--- config.mk ---
export PLATFORM = sky130hd
export DESIGN_NAME = memram_bank
export DESIGN_NICKNAME = d
export VERILOG_FILES = /design/src/rtl/memram_bank.sv
export SDC_FILE = /design/constraint.sdc
export NUM_CORES = 1
export LEC_CHECK = 0
export ABC_AREA = 1
export CAP_MARGIN = 30
export CORE_MARGIN = 3
export CORE_UTILIZATION = 35
export DETAILED_ROUTE_END_ITERATION = 6
export SLEW_MARGIN = 20
export SYNTH_ARGS = -nofsm -noshare
export SYNTH_HDL_FRONTEND = slang
export SYNTH_SLANG_ARGS = --single-unit
export TNS_END_PERCENT = 30
--- constraint.sdc ---
create_clock -name clk -period 4.4 [get_ports clk]
set_input_delay 0.88 -clock clk [delete_from_list [all_inputs] [get_ports clk]]
set_output_delay 0.88 -clock clk [all_outputs]
set_load 0.02 [all_outputs]
--- src/rtl/memram_bank.sv ---
// memram_bank: single-clock memory bank with separate read/write ports,
// per-lane write masking, registered read with valid strobe, and a hardware
// clear sequencer that zeroes the whole array after reset or on request.
// Optional feature macro: MEMRAM_BANK_BYPASS_EN
//   defined     -> same-address read/write collisions forward the new data
//                  on the masked lanes (write-first, per lane)
//   not defined -> collisions return the pre-write word (read-first)
module memram_bank #(
    parameter int address_length = 6,
    parameter int data_length    = 16,
    parameter int lane_length    = 8
) (
    input  logic                                clk,
    input  logic                                rst_n,
    input  logic                                clear,
    input  logic                                wren,
    input  logic [address_length-1:0]           wr_address,
    input  logic [data_length/lane_length-1:0]  wr_mask,
    input  logic [data_length-1:0]              write_data,
    input  logic                                rden,
    input  logic [address_length-1:0]           rd_address,
    output logic [data_length-1:0]              read_data,
    output logic                                read_valid,
    output logic                                busy
);

    localparam int lanes = data_length / lane_length;
    localparam int depth = 2 ** address_length;
    localparam logic [address_length-1:0] last_address = '1;

    typedef enum logic {
        CLEAR = 1'b0,
        IDLE  = 1'b1
    } state_t;

    state_t                    state;
    state_t                    state_nxt;
    logic [address_length-1:0] counter;
    logic [address_length-1:0] counter_nxt;

    // Array write port, shared by the clear sweep and the user write path.
    logic                      mem_we;
    logic [address_length-1:0] mem_waddr;
    logic [data_length-1:0]    mem_wdata;
    logic [lanes-1:0]          mem_wmask;

    logic                      rd_accept;
    logic [data_length-1:0]    rd_word;

    logic [data_length-1:0]    mem [depth];

    // State and sweep-counter register; reset restarts the sweep at address 0.
    // NOTE: sequential state uses non-blocking assignments so every register
    // samples the pre-edge values regardless of block ordering.
    always_ff @(posedge clk or negedge rst_n) begin
        if (!rst_n) begin
            state   <= CLEAR;
            counter <= '0;
        end else begin
            state   <= state_nxt;
            counter <= counter_nxt;
        end
    end

    // Next-state logic and write-port steering for sweep versus user access.
    // NOTE: every output of this block is defaulted first so no path leaves a
    // signal unassigned and no latch is inferred.
    always_comb begin
        state_nxt   = state;
        counter_nxt = counter;
        mem_we      = 1'b0;
        mem_waddr   = wr_address;
        mem_wdata   = write_data;
        mem_wmask   = wr_mask;
        rd_accept   = 1'b0;
        case (state)
            CLEAR: begin
                mem_we    = 1'b1;
                mem_waddr = counter;
                mem_wdata = '0;
                mem_wmask = '1;
                if (clear) begin
                    counter_nxt = '0;
                end else begin
                    counter_nxt = counter + 1'b1;
                    if (counter == last_address) begin
                        state_nxt = IDLE;
                    end
                end
            end
            IDLE: begin
                if (clear) begin
                    state_nxt   = CLEAR;
                    counter_nxt = '0;
                end else begin
                    mem_we    = wren;
                    rd_accept = rden;
                end
            end
            default: begin
                state_nxt   = CLEAR;
                counter_nxt = '0;
            end
        endcase
    end

    assign busy = (state == CLEAR);

    // Lane-masked array write.
    // NOTE: the array has no reset; the post-reset sweep zeroes it instead,
    // which keeps it mappable onto plain RAM macros.
    always_ff @(posedge clk) begin
        if (mem_we) begin
            for (int i = 0; i < lanes; i++) begin
                if (mem_wmask[i]) begin
                    mem[mem_waddr][i*lane_length +: lane_length] <=
                        mem_wdata[i*lane_length +: lane_length];
                end
            end
        end
    end

    // Word presented to the read register, with optional per-lane forwarding.
    always_comb begin
        rd_word = mem[rd_address];
`ifdef MEMRAM_BANK_BYPASS_EN
        if (mem_we && (mem_waddr == rd_address)) begin
            for (int i = 0; i < lanes; i++) begin
                if (mem_wmask[i]) begin
                    rd_word[i*lane_length +: lane_length] =
                        mem_wdata[i*lane_length +: lane_length];
                end
            end
        end
`endif
    end

    // Registered read port; data holds whenever no read is accepted.
    always_ff @(posedge clk or negedge rst_n) begin
        if (!rst_n) begin
            read_data  <= '0;
            read_valid <= 1'b0;
        end else begin
            read_valid <= rd_accept;
            if (rd_accept) begin
                read_data <= rd_word;
            end
        end
    end

endmodule

* Word level (Yosys, flattened, before mapping)
Memories as Yosys holds them, arrays and structs flattened. A register that Yosys moved wholly into a read port is not among the register bits. Index checks and enable logic that the tools add are counted.
Cells by class: reductions and logical operators 1, bitwise logic cells 1, $add $sub $neg 1, muxes and demuxes 20, eq/ne operators 2
Operators by type and width (count):
- 2-to-1 mux 6 bit | 3
- 2-to-1 mux 16 bit | 1
- 2-to-1 mux 1 bit | 12
- case mux 6 bit (2 select lines) | 1
- adder 6 x 1 -> 6 bit, second input constant | 1
- == test 6 bit, second input constant | 1
- case mux 1 bit (2 select lines) | 2
- 2-to-1 mux 2 bit | 1
- != test 2 bit, second input constant | 1
- zero test 1 bit | 1
- NOT 1 bit | 1
Storage, ports and cells: word-level logic and storage cells 29, output and inout bits 18, register bits 8, bits of input ports 35, memories kept 1, bits in writable memories 1024
Memories:
- mem | depth 64, bits a word 16, rd ports 1, clocked after Yosys merged registers in 1, write ports 1, line 50 | logic [data_length-1:0] mem [depth];

* Depth between registers and ports, before layout
Gate-level depths: netlist (run 1).
word-level depth 4, mapped depth 14, mapped depth without buffers 11

* Worst setup path before layout (run 1)
OpenSTA, ideal clock, no wires.
path kind input-to-reg, start input port wr_address[1], end memory mem[32][0], enable pin, path slack 1.746 ns, required time 4.017 ns, library setup time 0.383 ns, arrival 2.271 ns, buffers on the path 1, stages on the path 7, cells stage by stage or2_1 o21ai_2 inv_2 nor2_2 nand2_2 buf_2 nor3_1
On the way: word-level cells in the longest chain between the ends 1
RTL lines:
- start, declared | line 17 | input logic [address_length-1:0] wr_address,
- 2-to-1 mux 6 bit | line 76 | case (state)
- end, declared | line 50
No other way between the ends.

* Final worst setup path (run 1)
start register state, end memory mem[39][10], enable pin
On the way: word-level cells in the longest chain between the ends 4, elaborated cells on any way between the ends 7, those cells by class mux: 6; bitwise: 1
RTL lines:
- start, declared | line 36 | state_t state;
- start signal, assigned | line 60 | state <= state_nxt;
- NOT 1 bit or 2-to-1 mux 2 bit (tied branches)
- case mux 1 bit (2 select lines) or 2-to-1 mux 1 bit (tied branches) | line 76, 115
- 2-to-1 mux 1 bit | line 113 | if (mem_we) begin
- 2-to-1 mux 1 bit (not written as such) | line 116 | mem[mem_waddr][i*lane_length +: lane_length] <=
Several ways; a longest one is shown, not always the timed one.

==> flow_summary.json, run 1 <==
{
  "grt_max_degree": 105,
  "vias_per_cell": 5.20,
  "worstMarginPinSlew_ns": 0.931,
  "first_pass_iters": 7,
  "n_antenna_cell": 0,
  "areaGrowthSynthToFinish_pct": 14.4,
  "ios": 53,
  "seq_area_frac_synth_pct": 72.9,
  "finalNetCount": 3801,
  "dieArea_um2": 127000,
  "max_freq_mhz": 335,
  "cap_violations": 0,
  "worst_slack_ns": 1.42,
  "slowest_delay_ns": 0.70,
  "rows": 128,
  "cts_buffers": 106,
  "fin_cells": 5477,
  "yosys-top-cells-area": "edfxtp_1, nand2_1, nand3_1",
  "via_count": 28456,
  "track_usage_pct": 18.0,
  "clock_skew_ns": 0.0276,
  "cp_max_fo": 13,
  "ys_seq_elements": 1048,
  "place_ws_ns": 0.645,
  "crit_arrival_ns": 3.27,
  "cellPowerDensity_nw_per_um2": 428,
  "outcome": "finished with violations",
  "io_buffers": 52,
  "required_ns": 4.69,
  "synth-compound-area-share_pct": 0.253,
  "cts_resized": 0,
  "core_um2": 122000,
  "drc": 1,
  "ant_nets": 0,
  "drt_iter0_markers": 3270,
  "synth_cells": 3720,
  "synth_area_um2": 43000,
  "gp_congestion": 0.845,
  "synth.distinct_cells": 28,
  "htree_levels": 3,
  "critical_path_class": "flip-flop to flip-flop",
  "avgSynthCellArea_um2": 11.6,
  "synth_top_family_by_area": "simple AND/OR/NAND/NOR gates",
  "cts_root_buffer": "clkbuf_16",
  "insertion_delay_ns": 0.67,
  "die_w_um": 357,
  "yosys.area_share.adder_pct": 0.0291,
  "syn_nets": 3756,
  "dieHeight_um": 357,
  "relSlewSlack_pct": 37.7,
  "yosys.area.top_type": "edfxtp_1",
  "r2r_slack_ns": 1.42,
  "dp.cells": 5269,
  "setup_viol": 0,
  "tritoncts": "built",
  "grt-ovfl-total": 0,
  "p_leak_nw": 18.2,
  "synth_warnings": 0,
  "cp-end-kind": "flip-flop",
  "clock_sink_count": 1048,
  "synth_mux_area_share_pct": 0,
  "cts_buffer_depth": 3,
  "cts_setup_buffers": 0,
  "crit_chain": "inv_2, or2_1, o21ai_0, inv_2, nor2_1, inv_1, nor2_4, nand2_1, nor2_1",
  "clk_pin_slew_ns": 0.06,
  "violations": "DRC",
  "start_util_pct": 35.3,
  "synth-simple-area-share_pct": 23.8,
  "grt_pass1_wl_um": 173000,
  "dp_hpwl_um": 70500,
  "whs_ns": 0.327,
  "wl_um": 117000,
  "finalHoldViolCount": 0,
  "hp-class": "primary input to asynchronous set/reset pin",
  "crit_path_start_kind": "flip-flop",
  "fin_crit_ns": 2.98,
  "ir_drop_uv": 327,
  "period_share_pct": 67.7,
  "fin_tns_setup_ns": 0,
  "grt_setup_unrepaired": "false",
  "antenna_found_initial": 1,
  "drive_gt1_share_pct": 9.19,
  "synth_xor_area_share_pct": 0,
  "holdBufCountCts": 0,
  "synth_top_area_share_pct": 71.5,
  "finalMaxSlewViolations": 0,
  "grt_pass1_vias": 26888,
  "wl_per_cell_um": 21.3,
  "critPathSlowestCell": "nor2_1"
}
[registers in the layout (all words and copies together) (netlist names)]
signal and cells:
state 1, read_valid 1, counter 6, read_data 16, mem 1024
[placed cells by master, fill, tap and decap left out, types with 12 or more instances in the layout]
cell type           n
inv_2              24
clkbuf_1           19
bufinv_16          12
nand2_1          1274
clkbuf_16         108
dfrtp_1            24
buf_4              92
clkdlybuf4s50_1    47
clkinv_1           22
nor3_1             58
nand3_1           932
edfxtp_1         1024
clkinv_2           31
nor2_1             75
buf_12             23
[power by group]
group | switching [mW] | total [mW] | internal [mW] | leakage [nW]
logic | 0.843 | 1.18 | 0.340 | 6.00
clock network | 3.76 | 9.01 | 5.25 | 1.71
registers | 0.0241 | 10.9 | 10.9 | 10.5
[area by class of cell]
cell class / count / area (um^2)
Timing Repair Buffer: 179 / 1750
Sequential cell: 1048 / 31400
Clock inverter: 64 / 623
Clock buffer: 131 / 2830
Multi-Input combinational cell: 2384 / 10400
Tap cell: 1625 / 2030
Fill cell: 11379 / 72700
Inverter: 46 / 200
[path summary, 6_finish.rpt]
path                                        endpoint                       from  cells after the start
setup / recovery               mem[39][10]$_DFFE_PP_            state$_DFF_PN0_                      9
hold / removal                counter[2]$_DFFE_PN0P_                      rst_n                      1
setup reg to reg               mem[39][10]$_DFFE_PP_            state$_DFF_PN0_                      9
hold reg to reg            read_data[15]$_DFFE_PN0P_  read_data[15]$_DFFE_PN0P_                      2
max in group asynchronous   read_data[9]$_DFFE_PN0P_                      rst_n                      1
min in group clk           read_data[15]$_DFFE_PN0P_  read_data[15]$_DFFE_PN0P_                      2
[worst max-delay path, delay by kind of cell (launching register included)]
family / cells / cell delay, ns
AO/OA/AOI/OAI: 1 / 0.26
buffers and inverters: 3 / 0.40
flip-flops: 1 / 0.52
AND/OR/NAND/NOR: 5 / 1.41
[cell usage after synthesis]
| master | count |
|---|---|
| o21ai_2 | 3 |
| inv_1 | 29 |
| buf_1 | 24 |
| edfxtp_1 | 1024 |
| dfrtp_1 | 24 |
| o22ai_1 | 1 |
| buf_6 | 3 |
| nand2_2 | 6 |
| buf_4 | 3 |
| nor2_2 | 2 |
| inv_2 | 15 |
| nor2_4 | 9 |
| inv_4 | 1 |
| nand2_1 | 1274 |
| buf_2 | 140 |
| clkbuf_1 | 72 |
| a31oi_2 | 2 |
| or2_0 | 1 |
| a21oi_1 | 3 |
| or2_1 | 2 |
| nand3_1 | 932 |
| nor2_1 | 75 |
| a21oi_4 | 1 |
| ha_1 | 1 |
| nor3_1 | 64 |
| nor3_2 | 4 |
| o21ai_0 | 4 |
| clkinv_1 | 1 |
[per-stage QoR]
step	power (mW)	utilization, %	area [um^2]
after floorplan	11.8	-	43000
after detailed placement	12.3	37.4	45600
after CTS	21.2	40.3	49100
final	21.1	40.4	49200
after global routing	21.7	40.4	49200
after global placement	12.3	37.4	45600
[cells by family (layout without fill, tap and decap cells)]
kind of cell | after synthesis | in the layout
simple gates | 2369 | 2369
flops | 1048 | 1048
buf+inv | 288 | 420
compound gates | 14 | 14
fa+ha+maj | 1 | 1
[per-layer routing]
| layer | wire length (um) | track usage, % |
|---|---|---|
| met5 | 0 | 0 |
| met4 | 3700 | 5.77 |
| met1 | 50500 | 25.5 |
| met3 | 8370 | 2.77 |
| met2 | 54200 | 28.5 |
No activity file was read; power rests on OpenSTA's default activity.
==> run 2: changes to the inputs <==
Clock period 4.4 ns to 3.05 ns, I/O delays scaled along.
==> flow_summary.json, run 2 (synthesis gave the netlist of run 1 again) <==
{
  "grt_pass1_wl_um": 175000,
  "layout_commonest_cell": "nand2_1",
  "whs_ns": 0.471,
  "place_ws_ns": 0.101,
  "crit_arrival_ns": 1.98,
  "dieHeight_um": 357,
  "grt_setup_unrepaired": "false",
  "worstMarginPinSlew_ns": 0.656,
  "ir_drop_uv": 476,
  "dp.cells": 5407,
  "worst_slack_ns": 0.460,
  "critPathSlowestCell": "clkdlybuf4s50_1",
  "power_frac_comb_pct": 6.0,
  "p_leak_nw": 18.8,
  "required_ns": 2.44,
  "most-common-layout-cells": "nand2_1, edfxtp_1, nand3_1",
  "largest_reg_flops": 1024,
  "registers.top_by_ff_count": "mem",
  "max_freq_mhz": 386,
  "drt_iter0_markers": 3144,
  "grt-ovfl-total": 0,
  "clock_skew_ns": 0.0296,
  "setup_viol": 0,
  "track_usage_pct": 18.2,
  "fillers": 11320,
  "drive_gt1_share_pct": 11.5,
  "cp-end-kind": "output port",
  "path_buf_inv": 2,
  "slowest_delay_ns": 0.66,
  "multiInputGateArea_um2": 10400,
  "tritoncts": "built",
  "ios": 53,
  "fin_crit_ns": 2.59,
  "critical_path_class": "flip-flop to output port",
  "outcome": "finished with violations",
  "fin_tns_setup_ns": 0,
  "power_frac_seq_pct": 52.5,
  "clk_pin_slew_ns": 0.06,
  "timing.rr.end": "mem[33][8]$_DFFE_PP_",
  "cts_buffer_depth": 3,
  "cts_buffers": 107,
  "dpl_cell_area_um2": 47000,
  "crit_path_start_kind": "flip-flop",
  "finalNetCount": 3929,
  "n_antenna_cell": 0,
  "dp_hpwl_um": 72200,
  "grt_pass1_vias": 27888,
  "grt_max_degree": 127,
  "r2r_slack_ns": 0.53,
  "insertion_delay_ns": 0.69,
  "htree_levels": 3,
  "cp.depth": 2,
  "finalMaxSlewViolations": 0,
  "clockPowerShare_pct": 41.5,
  "via_count": 28736,
  "period_share_pct": 84.9,
  "reg2reg_depth": 11,
  "register_area_um2": 31400,
  "wl_um": 118000,
  "netSwitchingPower_mw": 6.58,
  "ant_nets": 0,
  "finalHoldViolCount": 0,
  "crit_chain": "inv_2, clkdlybuf4s50_1",
  "antenna_found_initial": 0,
  "io_buffers": 52,
  "rows": 128,
  "relSlewSlack_pct": 56.3,
  "first_pass_iters": 7,
  "finish.instance_area_um2": 50400,
  "clock_sink_count": 1048,
  "cap_violations": 0,
  "hp-class": "primary input to asynchronous set/reset pin",
  "drc": 3,
  "p_int_mw": 23.3,
  "wl_per_cell_um": 21.0,
  "top_regs": "mem x1024, read_data x16, counter x6",
  "cts_root_buffer": "clkbuf_16",
  "start_util_pct": 35.3,
  "worstReg2RegStart": "state$_DFF_PN0_",
  "cp_max_fo": 13,
  "die_w_um": 357,
  "fin_cells": 5608,
  "vias_per_cell": 5.12,
  "endpoint": "busy",
  "cp-startpoint": "state$_DFF_PN0_",
  "path_delay_family": "buffers and inverters",
  "p_sw_share_pct": 22.0,
  "cellPowerDensity_nw_per_um2": 594,
  "core_um2": 122000,
  "gp_congestion": 0.843,
  "violations": "DRC",
  "areaGrowthSynthToFinish_pct": 17.1,
  "cts_setup_buffers": 0,
  "dieArea_um2": 127000
}
## run 2: changes by cell type in the layout (fill, tap and decap cells not counted), sizes merged
cell	previous run	this run
buf	127	257
bufinv	12	7
clkbuf	136	141
clkinv	57	51
dlygate4sd3	0	1
inv	40	46
## run 2: cell type report
class                           count  area share [%]
Sequential cell                  1048            62.2
Clock buffer                      140            5.60
Inverter                           46           0.382
Clock inverter                     59           0.968
Timing Repair Buffer              306            6.17
Multi-Input combinational cell   2384            20.6
Tap cell                         1625            4.03
## run 2: stage by stage
stage          total power [mW]  util, %
2_1_floorplan              17.0        -
3_3_place_gp               17.8     38.6
5_1_grt                    30.8     41.3
4_1_cts                    30.1     41.3
3_5_place_dp               17.8     38.6
6_report                   29.9     41.3
## run 2: metal layers
metal | global-route usage [%] | routed length [um] | vias to the layer above
li1 | - | - | 13440
met1 | 24.7 | 49600 | 13931
met2 | 30.3 | 57100 | 1179
met3 | 2.51 | 8020 | 186
met4 | 5.55 | 3120 | 0
met5 | 0 | 0 | -
## run 2: worst min path at each step
stage,from,endpoint
after CTS,rst_n,counter[0]$_DFFE_PN0P_
after global routing,rst_n,read_data[3]$_DFFE_PN0P_
final,rst_n,read_data[3]$_DFFE_PN0P_
after floorplan,rst_n,counter[0]$_DFFE_PN0P_
after global placement,read_data[1]$_DFFE_PN0P_,read_data[1]$_DFFE_PN0P_
after detailed placement,read_data[10]$_DFFE_PN0P_,read_data[10]$_DFFE_PN0P_
## run 2: power groups by stage
| stage | sequential (mW) | combinational [mW] | clock [mW] |
|---|---|---|---|
| final | 15.7 | 1.79 | 12.4 |
| after global routing | 15.7 | 1.93 | 13.2 |
| after CTS | 15.7 | 1.78 | 12.6 |
| after detailed placement | 16.0 | 1.77 | 0 |
| after global placement | 16.0 | 1.76 | 0 |
| after floorplan | 16.0 | 0.997 | 0 |
## run 2: what timing repair did
item | CTS | global route
hold buffers | 0 | 1
endpoints found under the hold margin | 0 | 10
resized for setup | 0 | 0
